File: src/rtl/cache_refill.sv
// Single-line cache refill engine: on a miss, fetches 16 words one at a time and then writes the whole line in one strobe.
// Optional CACHE_REFILL_CRITICAL_FIRST_EN starts the fetch at the missed word and wraps around the line.
module cache_refill (
  input  logic        clk,
  input  logic        reset,
  input  logic        reqD,
  input  logic [31:0] AdrD,
  input  logic        hit,
  output logic        stall,
  output logic        memReq,
  output logic [31:0] memAdr,
  input  logic        memAck,
  input  logic [31:0] memReadData,
  output logic        writeM,
  output logic [31:0] writeAdrM,
  output logic [31:0] writeDataM0,
  output logic [31:0] writeDataM1,
  output logic [31:0] writeDataM2,
  output logic [31:0] writeDataM3,
  output logic [31:0] writeDataM4,
  output logic [31:0] writeDataM5,
  output logic [31:0] writeDataM6,
  output logic [31:0] writeDataM7,
  output logic [31:0] writeDataM8,
  output logic [31:0] writeDataM9,
  output logic [31:0] writeDataM10,
  output logic [31:0] writeDataM11,
  output logic [31:0] writeDataM12,
  output logic [31:0] writeDataM13,
  output logic [31:0] writeDataM14,
  output logic [31:0] writeDataM15
);

  typedef enum logic [1:0] {IDLE, FETCH, FILL} state_t;

  state_t      state, state_nxt;
  logic [25:0] tag;
  logic [3:0]  idx;
  logic [3:0]  cnt;
  logic [3:0]  start_word;
  logic [31:0] wadr_last;
  logic [31:0] buffer [16];
  logic        miss;
  logic        unused_adr;

`ifdef CACHE_REFILL_CRITICAL_FIRST_EN
  assign start_word = AdrD[5:2];
`else
  assign start_word = 4'd0;
`endif
  assign unused_adr = ^AdrD[5:0];

  assign miss  = (state == IDLE) && reqD && !hit;
  assign stall = miss || (state != IDLE);

  always_comb begin
    state_nxt = state;
    memReq    = 1'b0;
    writeM    = 1'b0;
    case (state)
      IDLE:  if (miss) state_nxt = FETCH;
      FETCH: begin
        memReq = 1'b1;
        if (memAck && cnt == 4'd15) state_nxt = FILL;
      end
      FILL: begin
        writeM    = 1'b1;
        state_nxt = IDLE;
      end
      default: state_nxt = IDLE;
    endcase
  end

  assign memAdr    = memReq ? {tag, idx, 2'b00} : 32'd0;
  assign writeAdrM = writeM ? {tag, 6'b0} : wadr_last;

  always_ff @(posedge clk or negedge reset) begin
    if (!reset) begin
      state     <= IDLE;
      tag       <= '0;
      idx       <= '0;
      cnt       <= '0;
      wadr_last <= '0;
    end else begin
      state <= state_nxt;
      case (state)
        IDLE: if (miss) begin
          tag <= AdrD[31:6];
          idx <= start_word;
          cnt <= 4'd0;
        end
        FETCH: if (memAck) begin
          idx <= idx + 4'd1;
          cnt <= cnt + 4'd1;
        end
        FILL: wadr_last <= {tag, 6'b0};
        default: ;
      endcase
    end
  end

  // Buffer slot is the word's position in the line, independent of fetch order.
  always_ff @(posedge clk or negedge reset) begin
    if (!reset) begin
      for (int i = 0; i < 16; i++) buffer[i] <= '0;
    end else if (state == FETCH && memAck) begin
      buffer[idx] <= memReadData;
    end
  end

  assign writeDataM0  = buffer[0];
  assign writeDataM1  = buffer[1];
  assign writeDataM2  = buffer[2];
  assign writeDataM3  = buffer[3];
  assign writeDataM4  = buffer[4];
  assign writeDataM5  = buffer[5];
  assign writeDataM6  = buffer[6];
  assign writeDataM7  = buffer[7];
  assign writeDataM8  = buffer[8];
  assign writeDataM9  = buffer[9];
  assign writeDataM10 = buffer[10];
  assign writeDataM11 = buffer[11];
  assign writeDataM12 = buffer[12];
  assign writeDataM13 = buffer[13];
  assign writeDataM14 = buffer[14];
  assign writeDataM15 = buffer[15];

endmodule

File: config.mk
export PLATFORM = sky130hd
export DESIGN_NAME = cache_refill
export DESIGN_NICKNAME = d
export VERILOG_FILES = /design/src/rtl/cache_refill.sv
export SDC_FILE = /design/constraint.sdc
export NUM_CORES = 1
export LEC_CHECK = 0
export CORE_AREA = 5 5 247 249
export DETAILED_ROUTE_END_ITERATION = 10
export DIE_AREA = 0 0 252 254
export PLACE_DENSITY = 0.69
export SLEW_MARGIN = 25
export SYNTH_ARGS = -nofsm -noshare
export SYNTH_HDL_FRONTEND = slang
export SYNTH_SLANG_ARGS = --single-unit
File: constraint.sdc
create_clock -name clk -period 1.7 [get_ports clk]
set_input_delay 0.17 -clock clk [delete_from_list [all_inputs] [get_ports clk]]
set_output_delay 0.17 -clock clk [all_outputs]
set_load 0.05 [all_outputs]
==> flow_summary_export.csv, run 1 <==
group,metric,value,unit
sta,fin_hold_ws,0.1029,ns
sta,max_freq,0.4509,GHz
synth,syn_area,22010,um2
worst_setup_path,cp_cell_sequence,"buf_6 -> nor2b_4 -> buf_6 -> buf_16 -> mux2_4 -> buf_8",
synth,synth_top_area_share,65.25,%
global_route,grt_pass1_vias,15620,
sta,fin_crit_sh,130.5,%
sta,worst_pin_slew,0.6710,ns
synth,synth_compound_area_share,0.2444,%
worst_hold_path,min_path_type,"primary input to asynchronous set/reset pin",
worst_setup_path,r2r-end,"writeDataM5[31]",
worst_setup_path,crit_type,"flip-flop to output port",
synth,avgSynthCellArea,16.52,um2
finish,num-nets-final,2201,
detailed_routing,drt-vias-per-instance,5.012,
worst_setup_path,crit_buf_inv,4,
status,status,"complete, but fails checks",
sta,grt_setup_unrepaired,"true",
placed_design,portBuffers,633,
synth,synth_xor_area_share,0.03978,%
synth,ys_ff_latch,574,
worst_setup_path,arrival,2.05,ns
sta,layout_min_cycle_time,2.218,ns
synth,synthTopCellsByCount,"574 x dfrtp_1, 535 x mux2_2, 37 x clkbuf_1",
clock_network,clk_latency,0.60,ns
worst_setup_path,worstPathRequired,1.53,ns
global_route,antenna_found_initial,2,
detailed_routing,drc,0,
synth,synth_edf_count,0,
global_route,grt_util_all_layers,22.27,%
worst_setup_path,critPathLaunchType,"flip-flop",
clock_network,cts.htree.levels,2,
global_route,grt_pass1_wl,107.4,mm
synth,yosysMostFrequentCell,"dfrtp_1",
synth,synth_top_flop_cell,"dfrtp_1",
floorplanning,core,58460,um2
detailed_routing,wl,79.54,mm
clock_network,cts_buffer_depth,3,
synth,async_reset_ff_share,100.0,%
clock_network,cts_tree,"built",
worst_setup_path,slowest_delay,0.40,ns
sta,drv_slew,0,
run,max_cap_violations,0,
detailed_routing,drt_pass1_iterations,4,
synth,synth_cell_types,34,
floorplanning,dieHeight,254,um
sta,max_slew_margin,55.13,%
finish,drive_above_1_share,59.56,%
detailed_routing,routedWlPerCell,27.05,um
synth,synth_mux_area_share,29.17,%
clock_network,clkTransAtPathRegs,0.06,ns
sta,tns,-102.54,ns
status,violations,"negative setup slack",
worst_setup_path,crit_top_cell,"buf_6",
synth,synthSimpleGateAreaFrac,2.029,%
worst_setup_path,cp_slowest_cell,"dfrtp_1",
worst_setup_path,r2r_setup_slack,-0.30,ns
synth,synth_warnings,0,
placed_design,post-dp-hpwl,50.58,mm
floorplanning,start_util,37.66,%
sta,setup-violations-final,596,
global_route,gr-total-overflow,0,
global_route,grt_max_degree,59,
synth,synth_area_leaders,"dfrtp_1 65%, mux2_2 27%, mux2_1 1.1%, buf_4 0.92%, and2_1 0.85%",
clock_network,clock-root-buffer,"clkbuf_16",
clock_network,clock_sinks,574,
worst_setup_path,worstPathMaxFanout,7,
synth,ys_seq_area_share,65.25,%
floorplanning,die_area,64010,um2
worst_setup_path,reg2reg_depth,10,
detailed_routing,ant_nets,0,
synth,synth_top_family_by_area,"multiplexers",
synth,yosys.area_share.adder,0.2842,%
global_route,gr-usage-met2,37.21,%
synth,synthCells,1333,
finish,area.growth.synth_to_final,54.52,%
detailed_routing,drtIter0Drc,731,
global_route,use_met1,28.17,%
worst_setup_path,reg2reg_from,"idx[0]",
sta,setup_ws,-0.5180,ns
sta,hold_violations,0,
clock_network,cts_made_buffers,57,
floorplanning,row_count,89,
worst_setup_path,crit_path_end_kind,"output port",
worst_setup_path,path_delay_family,"buffers and inverters",
floorplanning,die_w,252,um
global_route,grt.busiest_layer,"met2",
floorplanning,io_pins,648,
global_route,use_met3,6.243,%
placed_design,routabilityCongestion,0.7905,
detailed_routing,vias,14730,
synth,synth_top_cell_by_area,"dfrtp_1",
sta,fin_worst_skew,0.02224,ns
==> stage by stage <==
| step | worst slack (ns) | cell area, um2 | instances | util [%] |
|---|---|---|---|---|
| 3_5_place_dp | -0.3343 | 29700 | 2752 | 50.81 |
| 2_1_floorplan | -0.06037 | 22160 | 1340 | - |
| 6_report | -0.5180 | 34020 | 2940 | 58.19 |
| 5_1_grt | -0.5980 | 34020 | 2940 | 58.19 |
| 3_3_place_gp | -0.3155 | 29700 | 2752 | 50.81 |
| 4_1_cts | -0.5510 | 32800 | 2898 | 56.10 |
==> cell families (layout without fill, tap and decap cells) <==
family	count (synthesis)	after routing
DFF	574	574
muxes	567	567
buffers and inverters	110	936
and+or+nand+nor	68	68
AOI/OAI and AO/OA	7	7
adders and majority gates	5	5
other	1	9
xor gates and xnor gates	1	1
==> routing by layer <==
layer	wire [um]	vias up	share of wire, %
met3	5659	138	7.1
met5	0	-	0
met4	2726	0	3.4
li1	-	6229	-
met1	32320	7824	41
met2	38830	543	49
==> final cells by class <==
class,instances,area [um2]
antenna,1,2.502
fill,4506,24440
sequential,574,14370
clock inverter,17,152.6
timing repair buffer,834,8735
multi-input combinational,656,8090
clock buffer,81,1688
inverter,4,17.52
tap,773,967.2
==> worst register-to-register path, cell delays in order, from the launching register on <==
cell and delay, ns:
dfrtp_1 0.38, buf_6 0.13, ha_4 0.13, nand4b_1 0.10, buf_6 0.14, buf_4 0.13, nor2_4 0.19, buf_12 0.15
buf_12 0.09, buf_12 0.12, mux2_2 0.33
==> worst max path at each step <==
stage              from              end  slack [ns]  depth (start not counted)
2_1_floorplan    idx[0]  writeDataM15[1]       -0.06                          5
3_3_place_gp     memAck   writeDataM8[9]       -0.32                          5
3_5_place_dp     memAck   writeDataM8[9]       -0.33                          5
4_1_cts        state[0]    writeAdrM[12]       -0.55                          6
5_1_grt        state[0]    writeAdrM[12]       -0.60                          6
6_report       state[0]    writeAdrM[12]       -0.52                          6
==> cells in the final DEF, fill, tap and decap left out, types with 13 or more instances in the layout <==
cell | Yosys | final
buf_4 | 27 | 401
clkdlybuf4s15_1 | 0 | 70
buf_6 | 14 | 33
dlygate4sd2_1 | 0 | 113
buf_12 | 0 | 89
buf_8 | 0 | 24
mux2_1 | 21 | 15
dfrtp_1 | 574 | 573
mux2_2 | 535 | 321
clkbuf_16 | 0 | 76
mux2_4 | 10 | 230
and2_4 | 0 | 23
clkbuf_8 | 0 | 15
clkdlybuf4s15_2 | 0 | 13
clkdlybuf4s50_1 | 0 | 61
==> repair_timing <==
action / in CTS / in global routing
resized for setup: 503 / 149
hold buffers: 1 / 0
endpoints found under the setup margin: 677 / 718
endpoints found under the hold margin: 124 / 0
pin swaps: 24 / 23
buffers inserted: 38 / 28
cloned: 13 / 22
Power of run 1 is not shown: default switching activity piles up to over one toggle a cycle in this logic, so the estimate is an artifact.
==> run 2: changes to the inputs <==
- CORE_AREA: 5 5 247 249 -> 5 5 250 252
- DIE_AREA: 0 0 252 254 -> 0 0 255 257
- PLACE_DENSITY: 0.69 -> default
- clock period: 1.7 -> 2.32 ns (I/O delays scaled with it)
==> flow_summary_export.csv, run 2 (synthesis gave the netlist of run 1 again) <==
group,metric,value,unit
global_route,grt_pass1_wl,105.1,mm
placed_design,routabilityCongestion,0.7937,
clock_network,clkTransAtPathRegs,0.06,ns
worst_setup_path,worstPathRequired,2.09,ns
detailed_routing,ant_nets,0,
sta,max_freq,0.4361,GHz
clock_network,clk_latency,0.62,ns
detailed_routing,wl,71.54,mm
finish,antenna_cells,0,
worst_setup_path,worstPathMaxFanout,13,
worst_setup_path,slowest_delay,0.43,ns
sta,setup-violations-final,0,
worst_setup_path,critPathLaunchType,"flip-flop",
sta,layout_min_cycle_time,2.293,ns
sta,fin_crit_sh,98.84,%
detailed_routing,drt-vias-per-instance,4.879,
worst_setup_path,cp_cell_sequence,"nor2b_4 -> bufbuf_16 -> mux2_2 -> buf_4",
floorplanning,dieHeight,257,um
floorplanning,die_w,255,um
floorplanning,core,59910,um2
floorplanning,die_area,65540,um2
sta,worst_pin_slew,0.8062,ns
clock_network,clock_sinks,574,
detailed_routing,drt_pass1_iterations,4,
sta,tns,0,ns
global_route,gr-total-overflow,0,
run,max_cap_violations,0,
sta,grt_setup_unrepaired,"true",
clock_network,cts_buffer_depth,3,
worst_setup_path,cp_slowest_cell,"dfrtp_2",
clock_network,clock-root-buffer,"clkbuf_16",
sta,fin_worst_skew,0.02227,ns
worst_setup_path,crit_type,"flip-flop to output port",
clock_network,cts_tree,"built",
detailed_routing,drtIter0Drc,500,
finish,num-nets-final,2076,
global_route,grt_pass1_vias,14840,
finish,mostFrequentLayoutCell,"clkdlybuf4s50_1",
worst_setup_path,arrival,2.06,ns
placed_design,portBuffers,633,
detailed_routing,routedWlPerCell,25.23,um
placed_design,post-dp-hpwl,51.19,mm
detailed_routing,drc,0,
finish,drive_above_1_share,38.90,%
detailed_routing,vias,13840,
floorplanning,io_pins,648,
finish,final_cell_mix,"573 x clkdlybuf4s50_1, 572 x dfrtp_1, 529 x mux2_2, 62 x clkbuf_16, 61 x buf_4",
clock_network,cts_made_buffers,61,
global_route,grt_util_all_layers,21.37,%
worst_setup_path,crit_path_end_kind,"output port",
sta,drv_slew,0,
worst_hold_path,min_path_type,"primary input to asynchronous set/reset pin",
sta,hold_violations,0,
finish,area.growth.synth_to_final,46.13,%
worst_setup_path,crit_start,"state[0]",
global_route,grt_max_degree,91,
clock_network,cts.htree.levels,2,
status,status,"complete, no violations",
worst_setup_path,reg2reg_from,"idx[0]",
floorplanning,row_count,90,
finish,final_core_util,53.70,%
floorplanning,start_util,36.75,%
global_route,antenna_found_initial,1,
sta,max_slew_margin,46.09,%
## run 2: cell count changes in the layout (fill, tap and decap cells not counted), sizes merged, moves of 6 or more
cell,before,now
buf,558,130
clkdlybuf4s15,83,0
clkbuf,99,91
bufinv,2,8
clkdlybuf4s50,61,573
dlygate4sd2,113,0
## run 2: cell type report
cell class / count / area (um2)
fillers: 4973 / 27740
flip-flops and latches: 574 / 14370
repair buffers: 705 / 7481
multi-input cells: 656 / 7142
clock buffers: 91 / 1831
well taps: 782 / 978.4
clock inverters: 24 / 357.8
inverters: 4 / 15.01
## run 2: worst max-delay path, delay by kind of cell, from the launching register on
kind / cells / cell delay, ns
multiplexers: 1 / 0.36
buffers and inverters: 2 / 0.50
AND/OR/NAND/NOR: 1 / 0.15
flip-flops: 1 / 0.43
## run 2: metal layers
layer	track usage, %	routed length, um
met1	25.94	27810
met4	5.460	1839
met2	36.40	35800
met5	0	0
met3	7.554	6099
## run 2: final timing paths
check | cells past startpoint | end | slack (ns)
max | 4 | writeAdrM[24] | 0.03
min | 2 | tag[16] | 0.13
max reg2reg | 6 | writeDataM10[20] | 0.16
min reg2reg | 1 | writeDataM12[18] | 0.48
max in group asynchronous | 3 | writeDataM0[13] | 1.32
min in group clk | 2 | tag[19] | 0.23
## run 2: timing repair
action                                  in CTS  in global routing
gates cloned                                 1                  0
hold endpoints to repair                   140                  0
resized for setup                           17                  7
buffers inserted                             5                  0
endpoints found under the setup margin      35                 19
hold buffers                                 1                  0
## run 2: per-stage QoR
step	setup WS [ns]	hold slack, ns	instances	instance area, um2
floorplan	0.2236	-0.06359	1340	22040
global placement	0.007127	0.1915	2714	29820
detailed placement	-0.01702	0.1937	2714	29820
CTS	-0.02743	0.1143	2836	32140
global route	-0.04157	0.1576	2836	32170
finish	0.02686	0.1251	2836	32170
Power of run 2 is left out for the same reason.
==> run 3: changes to the inputs <==
- CAP_MARGIN: default -> 20
- CTS_CLUSTER_SIZE: default -> 8
- GPL_TIMING_DRIVEN: default -> 0
==> flow_summary_export.csv, run 3 (synthesis gave the netlist of run 1 again) <==
group,metric,value,unit
status,status,"complete, but fails checks",
status,violations,"negative setup slack",
global_route,grt_pass1_wl,104.6,mm
clock_network,clock-root-buffer,"clkbuf_16",
worst_setup_path,reg2reg_from,"idx[0]",
clock_network,clkTransAtPathRegs,0.05,ns
floorplanning,dieHeight,257,um
floorplanning,die_w,255,um
global_route,gr-total-overflow,0,
worst_setup_path,critPathLaunchType,"flip-flop",
clock_network,cts_tree,"built",
sta,setup-violations-final,20,
clock_network,cts_buffer_depth,3,
worst_setup_path,r2r_setup_slack,-0.03,ns
finish,antenna_cells,0,
worst_setup_path,crit_type,"flip-flop to flip-flop",
floorplanning,io_pins,648,
detailed_routing,drtIter0Drc,449,
detailed_routing,wl,71.25,mm
detailed_routing,vias,13970,
finish,n_fill_cell,5023,
placed_design,portBuffers,633,
run,max_cap_violations,0,
worst_setup_path,arrival,2.84,ns
global_route,grt_util_all_layers,21.31,%
worst_hold_path,min_path_type,"primary input to asynchronous set/reset pin",
sta,max_slew_margin,51.59,%
sta,layout_min_cycle_time,2.354,ns
sta,fin_worst_skew,0.01810,ns
placed_design,routabilityCongestion,0.7885,
worst_setup_path,slowest_delay,0.60,ns
floorplanning,core,59910,um2
global_route,grt_max_degree,91,
global_route,antenna_found_initial,1,
detailed_routing,drc,0,
finish,drive_above_1_share,38.42,%
sta,fin_crit_sh,101.4,%
placed_design,post-dp-hpwl,52.69,mm
finish,mostFrequentLayoutCell,"dfrtp_1",
sta,setup_ws,-0.03362,ns
sta,hold_violations,0,
worst_setup_path,r2r-end,"writeDataM10[2]",
sta,grt_setup_unrepaired,"true",
worst_setup_path,worstPathMaxFanout,10,
detailed_routing,drt_pass1_iterations,4,
worst_setup_path,cp_slowest_cell,"nor2_2",
floorplanning,start_util,36.75,%
finish,final_cell_mix,"574 x dfrtp_1, 573 x clkdlybuf4s50_1, 515 x mux2_2, 86 x clkbuf_16, 41 x buf_4",
worst_setup_path,worstPathRequired,2.81,ns
detailed_routing,routedWlPerCell,24.85,um
sta,worst_pin_slew,0.7239,ns
placed_design,placed_cells,2762,
finish,num-nets-final,2151,
clock_network,clock_sinks,574,
clock_network,cts_made_buffers,82,
global_route,grt_pass1_vias,15000,
sta,drv_slew,0,
worst_setup_path,path_delay_family,"simple AND/OR/NAND/NOR gates",
floorplanning,row_count,90,
finish,area.growth.synth_to_final,45.79,%
worst_setup_path,reg2reg_depth,6,
sta,max_freq,0.4249,GHz
clock_network,cts.htree.levels,3,
worst_setup_path,crit_buf_inv,2,
finish,stdcell_count,2867,
clock_network,clk_latency,0.61,ns
floorplanning,die_area,65540,um2
worst_setup_path,crit_path_end_kind,"flip-flop",
worst_setup_path,cp_cell_sequence,"inv_1 -> ha_1 -> nand4b_1 -> nor2_2 -> buf_4 -> mux2_2",
detailed_routing,ant_nets,0,
detailed_routing,drt-vias-per-instance,4.873,
## run 3: cell count changes in the layout (fill, tap and decap cells not counted), moves of 7 or more
cell	before	now
bufinv_16	8	1
buf_4	61	41
clkbuf_8	17	0
buf_16	0	8
mux2_2	529	515
buf_8	1	16
clkbuf_1	12	33
mux2_4	16	30
buf_12	53	4
clkbuf_16	62	86
buf_2	0	40
buf_6	15	28
clkinv_2	11	2
## run 3: per-stage QoR
stage	setup TNS [ns]	setup WS (ns)	utilization [%]	hold slack (ns)	cell area (um2)
6_report	-0.3853	-0.03362	53.58	0.1472	32100
4_1_cts	-2.927	-0.08566	53.26	0.1184	31910
5_1_grt	-13.20	-0.1916	53.58	0.1604	32100
3_3_place_gp	-	-24.45	49.00	0.4645	29360
2_1_floorplan	0	0.2236	-	-0.06359	22040
3_5_place_dp	-102.64	-0.5051	49.34	0.1856	29560
## run 3: repair_timing
action                     4_1_cts  5_1_grt
setup endpoints to repair      223      294
gates resized for setup        370       41
pin swaps                        0        6
cloned                           2        1
setup buffers                    3        8
hold endpoints to repair       177        0
hold buffers                     1        0
## run 3: how the worst max path moves through the flow
| stage | start | endpoint | slack (ns) | cells after the start |
|---|---|---|---|---|
| 2_1_floorplan | state[0] | memAdr[23] | 0.22 | 4 |
| 3_3_place_gp | reset | writeDataM15[11] | -24.45 | 1 |
| 6_report | idx[0] | writeDataM10[2] | -0.03 | 6 |
| 5_1_grt | idx[0] | writeDataM10[6] | -0.19 | 6 |
| 4_1_cts | idx[0] | writeDataM10[1] | -0.09 | 6 |
| 3_5_place_dp | memAck | writeDataM14[7] | -0.51 | 5 |
## run 3: metal layers
layer | vias up | routed length, um | track usage, %
li1 | 6114 | - | -
met1 | 7351 | 27860 | 26.21
met2 | 416 | 36060 | 35.85
met3 | 90 | 5742 | 7.736
met4 | 0 | 1589 | 5.326
met5 | - | 0 | 0
## run 3: cell type report
class,instances,area (um2),share of cell area [%]
buffer,105,710.7,2.214
clock buffer,85,2127,6.627
clock inverter,7,103.9,0.3236
inverter,4,15.01,0.04678
multi-input combinational,656,7153,22.29
sequential,574,14360,44.75
tap,782,978.4,3.048
timing repair buffer,654,6644,20.70
Power of run 3 is left out for the same reason.
